File: src/rtl/zone_scanner.sv
// zone_scanner: walks a 16:1 sensor mux through zones 0..15. It holds each
// select value for SETTLE_CYCLES cycles and then samples the mux output for
// one cycle. Every zone has its own debounce counter. The first zone to
// reach DEBOUNCE sets a sticky alarm and records its index.
//
// Ports:
//   clk         system clock, rising edge
//   rst_n       asynchronous active-low reset
//   arm         level; 1 = scanning, 0 = idle (counters and select cleared)
//   clear       single-cycle pulse; clears alarm and alarm_zone
//   zone_mask   per-zone enable; a masked zone never counts
//   mux_in      mux output for the currently selected zone
//   sel         zone select driven to the mux
//   zone_status per-zone flag, set while that zone's counter equals DEBOUNCE
//   alarm       sticky alarm flag
//   alarm_zone  index of the zone that set alarm
//   scan_done   high for one cycle, during the SAMPLE cycle of zone 15
module zone_scanner #(
  parameter int unsigned SETTLE_CYCLES = 4,
  parameter int unsigned DEBOUNCE      = 3
) (
  input  logic        clk,
  input  logic        rst_n,
  input  logic        arm,
  input  logic        clear,
  input  logic [15:0] zone_mask,
  input  logic        mux_in,
  output logic [3:0]  sel,
  output logic [15:0] zone_status,
  output logic        alarm,
  output logic [3:0]  alarm_zone,
  output logic        scan_done
);

  localparam int unsigned ZONES = 16;
  localparam int unsigned SEL_W = 4;
  localparam int unsigned CNT_W = 3;
  localparam int unsigned SET_W = 8;

  localparam logic [CNT_W-1:0] CNT_MAX   = CNT_W'(DEBOUNCE);
  localparam logic [SET_W-1:0] SET_LAST  = SET_W'(SETTLE_CYCLES - 1);
  localparam logic [SEL_W-1:0] ZONE_LAST = SEL_W'(ZONES - 1);

  typedef enum logic [1:0] {
    ST_IDLE,
    ST_SETTLE,
    ST_SAMPLE
  } state_t;

  state_t                       r_state;
  logic [SET_W-1:0]             r_settle;
  logic [SEL_W-1:0]             r_sel;
  logic [ZONES-1:0][CNT_W-1:0]  r_cnt;
  logic [ZONES-1:0]             r_zone_status;
  logic                         r_alarm;
  logic [SEL_W-1:0]             r_alarm_zone;
  logic                         r_scan_done;

  logic                         w_hit;
  logic [CNT_W-1:0]             w_cur_cnt;
  logic [CNT_W-1:0]             w_next_cnt;
  logic                         w_trip;
  logic                         w_set;

  // Next debounce count for the zone currently being sampled.
  always_comb begin
    w_hit      = mux_in & zone_mask[r_sel];
    w_cur_cnt  = r_cnt[r_sel];
    w_next_cnt = '0;
    if (w_hit) begin
      w_next_cnt = (w_cur_cnt == CNT_MAX) ? w_cur_cnt : w_cur_cnt + CNT_W'(1);
    end
    w_trip = (w_next_cnt == CNT_MAX);
    w_set  = arm && (r_state == ST_SAMPLE) && w_trip && !r_alarm;
  end

  // Scan sequencer, debounce counters and status flags.
  always_ff @(posedge clk or negedge rst_n) begin
    if (!rst_n) begin
      r_state       <= ST_IDLE;
      r_settle      <= '0;
      r_sel         <= '0;
      r_cnt         <= '0;
      r_zone_status <= '0;
      r_scan_done   <= 1'b0;
    end else begin
      r_scan_done <= 1'b0;
      if (!arm) begin
        // Disarm from any state drops all scan progress.
        r_state       <= ST_IDLE;
        r_settle      <= '0;
        r_sel         <= '0;
        r_cnt         <= '0;
        r_zone_status <= '0;
      end else begin
        case (r_state)
          ST_IDLE: begin
            r_state  <= ST_SETTLE;
            r_settle <= '0;
          end
          ST_SETTLE: begin
            if (r_settle == SET_LAST) begin
              r_state     <= ST_SAMPLE;
              // Registered so the pulse lines up with zone 15's SAMPLE cycle.
              r_scan_done <= (r_sel == ZONE_LAST);
            end else begin
              r_settle <= r_settle + SET_W'(1);
            end
          end
          ST_SAMPLE: begin
            r_cnt[r_sel]         <= w_next_cnt;
            r_zone_status[r_sel] <= w_trip;
            r_sel                <= r_sel + SEL_W'(1);
            r_settle             <= '0;
            r_state              <= ST_SETTLE;
          end
          default: begin
            r_state  <= ST_IDLE;
            r_settle <= '0;
            r_sel    <= '0;
          end
        endcase
      end
    end
  end

  // Sticky alarm. The first zone to trip wins, and clear beats a set.
  always_ff @(posedge clk or negedge rst_n) begin
    if (!rst_n) begin
      r_alarm      <= 1'b0;
      r_alarm_zone <= '0;
    end else if (clear) begin
      r_alarm      <= 1'b0;
      r_alarm_zone <= '0;
    end else if (w_set) begin
      r_alarm      <= 1'b1;
      r_alarm_zone <= r_sel;
    end
  end

  assign sel         = r_sel;
  assign zone_status = r_zone_status;
  assign alarm       = r_alarm;
  assign alarm_zone  = r_alarm_zone;
  assign scan_done   = r_scan_done;

endmodule

File: config.mk
export PLATFORM = sky130hd
export DESIGN_NAME = zone_scanner
export DESIGN_NICKNAME = d
export VERILOG_FILES = /design/src/rtl/zone_scanner.sv
export SDC_FILE = /design/constraint.sdc
export NUM_CORES = 1
export LEC_CHECK = 0
export ABC_CLOCK_PERIOD_IN_PS = 3550
export CAP_MARGIN = 5
export CORE_ASPECT_RATIO = 1.75
export CORE_MARGIN = 4
export CORE_UTILIZATION = 40
export CTS_BUF_LIST = sky130_fd_sc_hd__clkbuf_8
export DETAILED_ROUTE_END_ITERATION = 10
export PLACE_DENSITY = 0.71
export SLEW_MARGIN = 30
export SYNTH_ARGS = -nofsm -noshare
export SYNTH_HDL_FRONTEND = slang
export SYNTH_SLANG_ARGS = --single-unit
File: constraint.sdc
create_clock -name clk -period 3.55 [get_ports clk]
set_input_delay 0.71 -clock clk [delete_from_list [all_inputs] [get_ports clk]]
set_output_delay 0.71 -clock clk [all_outputs]
set_load 0.05 [all_outputs]
# == Word-level counts from Yosys, hierarchy flattened ==
# Cells that the tools add are included.
# totals
in_bits,21
ff_bits,84
word_cells,79
# classes
n_addsub,3
bitwise,1
order_cmp,2
n_eq_ne,10
n_mux,31
reduce_logical,9
# ops
cell,n
48-bit 2-to-1 mux,2
48-bit bitwise mux,1
16-bit 2-to-1 mux,2
8-bit 2-to-1 mux,3
16-bit bitwise mux,1
3-bit binary-select mux with 4-bit select,1
3-bit demux with 4-bit select,1
3-bit 2-to-1 mux,4
4-bit 2-to-1 mux,3
8-bit by 1-bit adder with 8-bit output (second input constant),1
8-bit by 2-bit equality test with 1-bit output (second input constant),1
4-bit one-hot mux with 2 select lines,1
1-bit 2-to-1 mux,7
3-bit by 2-bit equality test with 1-bit output (second input constant),2
3-bit != test (second input constant),2
4-bit by 5-bit < comparator with 1-bit output (second input constant),1
4-bit by 1-bit adder with 4-bit output (second input constant),1
1-bit binary-select mux with 4-bit select,1
1-bit demux with 4-bit select,1
4-bit equality test (second input constant),1
4-bit by 1-bit >= comparator with 1-bit output (second input constant),1
1-bit logical AND,4
2-bit 2-to-1 mux,2
2-bit one-hot mux with 2 select lines,1
10 further kinds,11

# == Depth between registers and ports, before layout ==
# logic_depth
depth_word,10
depth_mapped,13
depth_no_buf,9

# == Worst setup path before layout ==
# No wires, ideal clock.
# synth_path
path_type,reg2reg
start,reg r_sel[0] (netlist: sel[0])
end,reg r_alarm (netlist: alarm)
slack_ns,-0.054
stages_incl_launch_ff,14
t_required_ns,3.420
arrival_time_ns,3.475
path_buffers,4
period_less_slack_ns,3.604
path_cell_list,dfrtp_1 buf_6 buf_12 buf_12 mux4_2 mux2i_2 mux2i_1 ha_1 and2_1 a22oi_4 mux2_4 o211ai_4 buf_6 o22ai_1
# synth_via
elab_chain_cells,9
elab_cells_between_ends,13
# synth_rtl
element,line_no,source
"start, declared",52,logic [SEL_W-1:0] r_sel;
"start signal, assigned",113,r_sel <= r_sel + SEL_W'(1);
3-bit binary-select mux with 4-bit select,68,w_cur_cnt = r_cnt[r_sel];
3-bit 2-to-1 mux (not written as such),68,
3-bit by 1-bit adder with 3-bit output or 3-bit by 2-bit equality test with 1-bit output (tied branches),71,w_next_cnt = (w_cur_cnt == CNT_MAX) ? w_cur_cnt : w_cur_cnt + CNT_W'(1);
3-bit 2-to-1 mux,71,
3-bit 2-to-1 mux *,70,if (w_hit) begin
3-bit by 2-bit equality test with 1-bit output *,73,w_trip = (w_next_cnt == CNT_MAX);
1-bit logical AND * (2 in series),74,w_set = arm && (r_state == ST_SAMPLE) && w_trip && !r_alarm;
2-bit nonzero test (no source line) *,--,
"end signal, assigned",130,r_alarm <= 1'b0;
"end signal, assigned",133,r_alarm <= 1'b0;
"end signal, assigned",136,r_alarm <= 1'b1;
"end, declared",55,logic r_alarm;
# Every way passes the cells marked *; elsewhere a longest branch is shown, timed or not. The select of a mux whose other input is x is not followed.
# A chain may end at the register's enable or synchronous reset.

# == Final worst setup path ==
# layout_path
start,reg r_sel[0] (netlist: sel[0])
end,reg r_zone_status[1] (netlist: zone_status[1])
# layout_via
elab_chain_cells,9
elab_cells_between_ends,18
# layout_rtl
element,line_no,source
3-bit binary-select mux with 4-bit select,68,
3-bit 2-to-1 mux (not written as such),68,
3-bit by 1-bit adder with 3-bit output or 3-bit by 2-bit equality test with 1-bit output (tied branches),71,
3-bit 2-to-1 mux,71,
3-bit 2-to-1 mux,70,
3-bit by 2-bit equality test with 1-bit output,73,
16-bit bitwise mux *,112,r_zone_status[r_sel] <= w_trip;
16-bit 2-to-1 mux *,96,case (r_state)
16-bit 2-to-1 mux *,88,if (!arm) begin
"end signal, assigned by index",112,
"end, declared",54,logic [ZONES-1:0] r_zone_status;
# Marked as above.

==> metrics.md <==
| Metric | Value |
|---|---|
| Antenna viol nets, final | `0` |
| Synth Net Count | `479` |
| PwrDens | `343.0 nW/um2` |
| Root Buffer | `clkbuf_8` |
| # clock sinks | `84` |
| CTS tree | `yes` |
| Largest cells by area after synthesis | `dfrtp_1 46%, nand3_1 7.6%, nand2_1 6.2%` |
| R2r setup slk | `around 0.17 ns` |
| Worst path bufs/invs | `1` |
| Cts hold-fix bufs | `0` |
| Fmax achieved | `296.2 MHz` |
| Vias | `about 3,700` |
| Least-Margin Pin Slew | `0.8290 ns` |
| Chip height | `148.9 um` |
| Clk_lat worst skew | `0.36 ns` |
| Ant. Diodes | `0` |
| Max-cap violations | `0` |
| TritonCTS buffer count | `9` |
| Initial drt markers | `between 300 and 400` |
| First-pass DRT Iterations | `5` |
| Unique masters post-synth | `42` |
| Core Box Area | `11,100 um2` |
| Setup_tns | `0 ns` |
| Clock slew at reported path FFs | `approximately 0.080 ns` |
| Crit path required time | `3.82 ns` |
| Synthesized area | `4536 um2` |
| Critical path, cell by cell | `mux4_1 -> mux2i_1 -> mux2i_1 -> ha_1 -> and2_1 -> a22oi_4 -> mux2_4 -> o211ai_4 -> buf_12 -> o31ai_1` |
| Flops & latches, synth | `84` |
| Minimum clock period | `3.377 ns` |
| Status | `completed` |
| WS Path Type | `flop to flop` |
| Final Hold Fails | `0` |
| GP Congestion | `between 0.9 and 1` |
| Min-Delay Path Class | `input pin to asynchronous set/reset pin` |
| Overall Global Routing Usage | `19.50%` |
| Initial antenna violation count | `0` |
| Worst path slowest cell | `mux4_1` |
| Layout cells sized above 1 | `12.13%` |
| Area Growth Syn to Fin | `19.01%` |
| Vias/cell | `5.866` |
| Worst Path Arrival | `3.64 ns` |
| Post-synth EDFFs | `0` |
| Layout Skew | `0.006044 ns` |
| Initial Utilization | `40.85%` |
| Top cell type's share of synthesized area | `a little under half` |
| Sequential-to-total area share from yosys stat | `46.34%` |
| H-tree Lvls | `3` |
| CP dominant cell by count | `mux2i_1` |
| Rows | `51` |
| Crit end category | `flop` |
| Avg Cell Area, Syn | `10.03 um2` |
| Power consumption | `around 0.0019 W` |
| # nets final | `approximately 530` |
| Max layer used | `met4` |
| Slew Limit Fails | `0` |
| Wire per inst | `between 15 and 20 um` |
| Vias in the first global route | `3,798` |
| Asr flop ratio synth | `100.0%` |
| Final Cycle Share | `95.12%` |
| Pin count of the biggest net entering global routing | `85` |
| DIE AREA | `around 13,000 um2` |
| Rel. slew slack | `44.67%` |
| WL met3 | `591 um` |
| I/O pin cnt | `47` |
| Leak | `between 2 and 2.5 nW` |
| CTS max path bufs | `2` |
| Die width | `88.50 um` |
| Wl on met1 | `roughly 4600 um` |
| # DRC | `0` |
| CP max stage delay | `around 0.6 ns` |
| Worst Path Max Fanout | `18` |
| Total Wirelength | `12,200 um` |
| Cell taking the most area after synthesis | `dfrtp_1` |
| # fillers | `roughly 1,000` |
| Startpoint Class | `flop` |
| Final setup vio count | `0` |
| First-pass GRT wire length | `19,510 um` |
| Critical path's top delay family | `multiplexers` |
| Synthesized instance count | `452` |
| VDD IR max | `0.2013 mV` |
| Port buffer count | `46` |
| Synth Flop Type | `dfrtp_1` |
| Metal2 WL | `6541 um` |
| DP HPWL | `8608 um` |
| Total congestion overflow | `0` |
| Yosys warns | `0` |
==> state kept, by name, summed over array words and instances, names as in the netlist <==
name         flops
zone_status     16
alarm_zone       4
sel              4
r_cnt           48
r_state          2
alarm            1
r_settle         8
scan_done        1
==> cells in the final DEF, fill, tap and decap left out, drive strengths merged, types with 2 or more instances in the layout <==
master	Yosys	routed
nor2b	4	4
mux4	15	15
nand3b	3	3
o21ai	2	2
inv	3	5
nor3	6	6
nor2	27	27
ha	6	6
xnor2	2	2
buf	14	21
nand2b	10	10
bufinv	0	2
and2	4	4
and3	5	5
clkdlybuf4s50	0	45
nand3	69	69
mux2i	15	15
o31ai	16	16
nand2	75	75
xor2	7	7
mux2	3	3
o22ai	2	2
clkbuf	17	12
a22oi	3	3
dfrtp	84	84
a21oi	53	53
==> synth_stat cells, types with 2 or more instances <==
cell,count
nor2_1,27
xor2_1,6
a22oi_1,2
o22ai_1,2
clkbuf_1,17
a21oi_1,53
o31ai_1,7
o31ai_4,2
nand3_1,69
nand2_1,75
nor3_1,6
xnor2_1,2
buf_1,4
mux2i_1,14
mux4_1,10
buf_12,2
and2_1,4
nand2b_1,10
nand3b_1,3
ha_1,6
o31ai_2,7
nor2b_1,4
o21ai_0,2
dfrtp_1,84
inv_1,3
buf_2,4
buf_6,3
mux2_2,2
and3_1,5
mux4_2,5
==> logic make-up after synthesis <==
kind of cell	share of synthesized area, %
buffers and inverters	4.303
AO/OA/AOI/OAI	12.30
multiplexers	12.50
flip-flops	46.34
XOR/XNOR	1.904
adder cells (fa/ha/maj)	1.655
AND/OR/NAND/NOR	20.99
==> timing repair <==
item	4_1_cts	5_1_grt
gates resized for setup	0	1
setup endpoints to repair	0	18
buffers inserted	0	5
==> per-layer routing <==
layer | global-route usage (%) | up-vias
li1 | - | 1698
met5 | 0 | -
met3 | 3.483 | 37
met2 | 32.76 | 132
met4 | 10.44 | 0
met1 | 23.20 | 1858
==> metrics by stage <==
stage                     util, %  instances  setup slack (ns)  hold slack [ns]  area [um2]
after floorplan                 -        452            0.1035           0.4144        4537
after global placement      46.09        614            0.2138           0.4965        5117
after detailed placement    46.12        614           0.07021           0.5012        5121
after CTS                   48.25        630           0.03881           0.4227        5358
after global routing        48.61        635        -0.0008513           0.4480        5398
final                       48.61        635            0.1734           0.3660        5398
==> worst paths after layout <==
path,depth (start not counted),from,to
min in group clk,2,zone_status[6],zone_status[6]
max in group asynchronous,1,rst_n,sel[0]
setup reg to reg,10,sel[0],zone_status[1]
setup / recovery,10,sel[0],zone_status[1]
hold reg to reg,2,zone_status[6],zone_status[6]
hold / removal,1,rst_n,zone_status[9]
==> layout make-up <==
| class | count | area, um2 | share of cell area [%] |
|---|---|---|---|
| well taps | 132 | 165.2 | 3.060 |
| clock buffers | 12 | 165.2 | 3.060 |
| inverters | 4 | 15.01 | 0.2782 |
| flip-flops and latches | 84 | 2106 | 39.01 |
| clock inverters | 4 | 71.32 | 1.321 |
| repair buffers | 66 | 636.9 | 11.80 |
| multi-input cells | 333 | 2238 | 41.47 |
==> report_power, final <==
part,leakage [nW],internal (W),switching [W]
registers,1.17,0.000960,0.00000424
clock network,0.120,0.000452,0.000347
logic,0.820,0.0000343,0.0000545
total,2.11,0.00145,0.000406
Note: power is estimated with default switching activity, not from simulation.
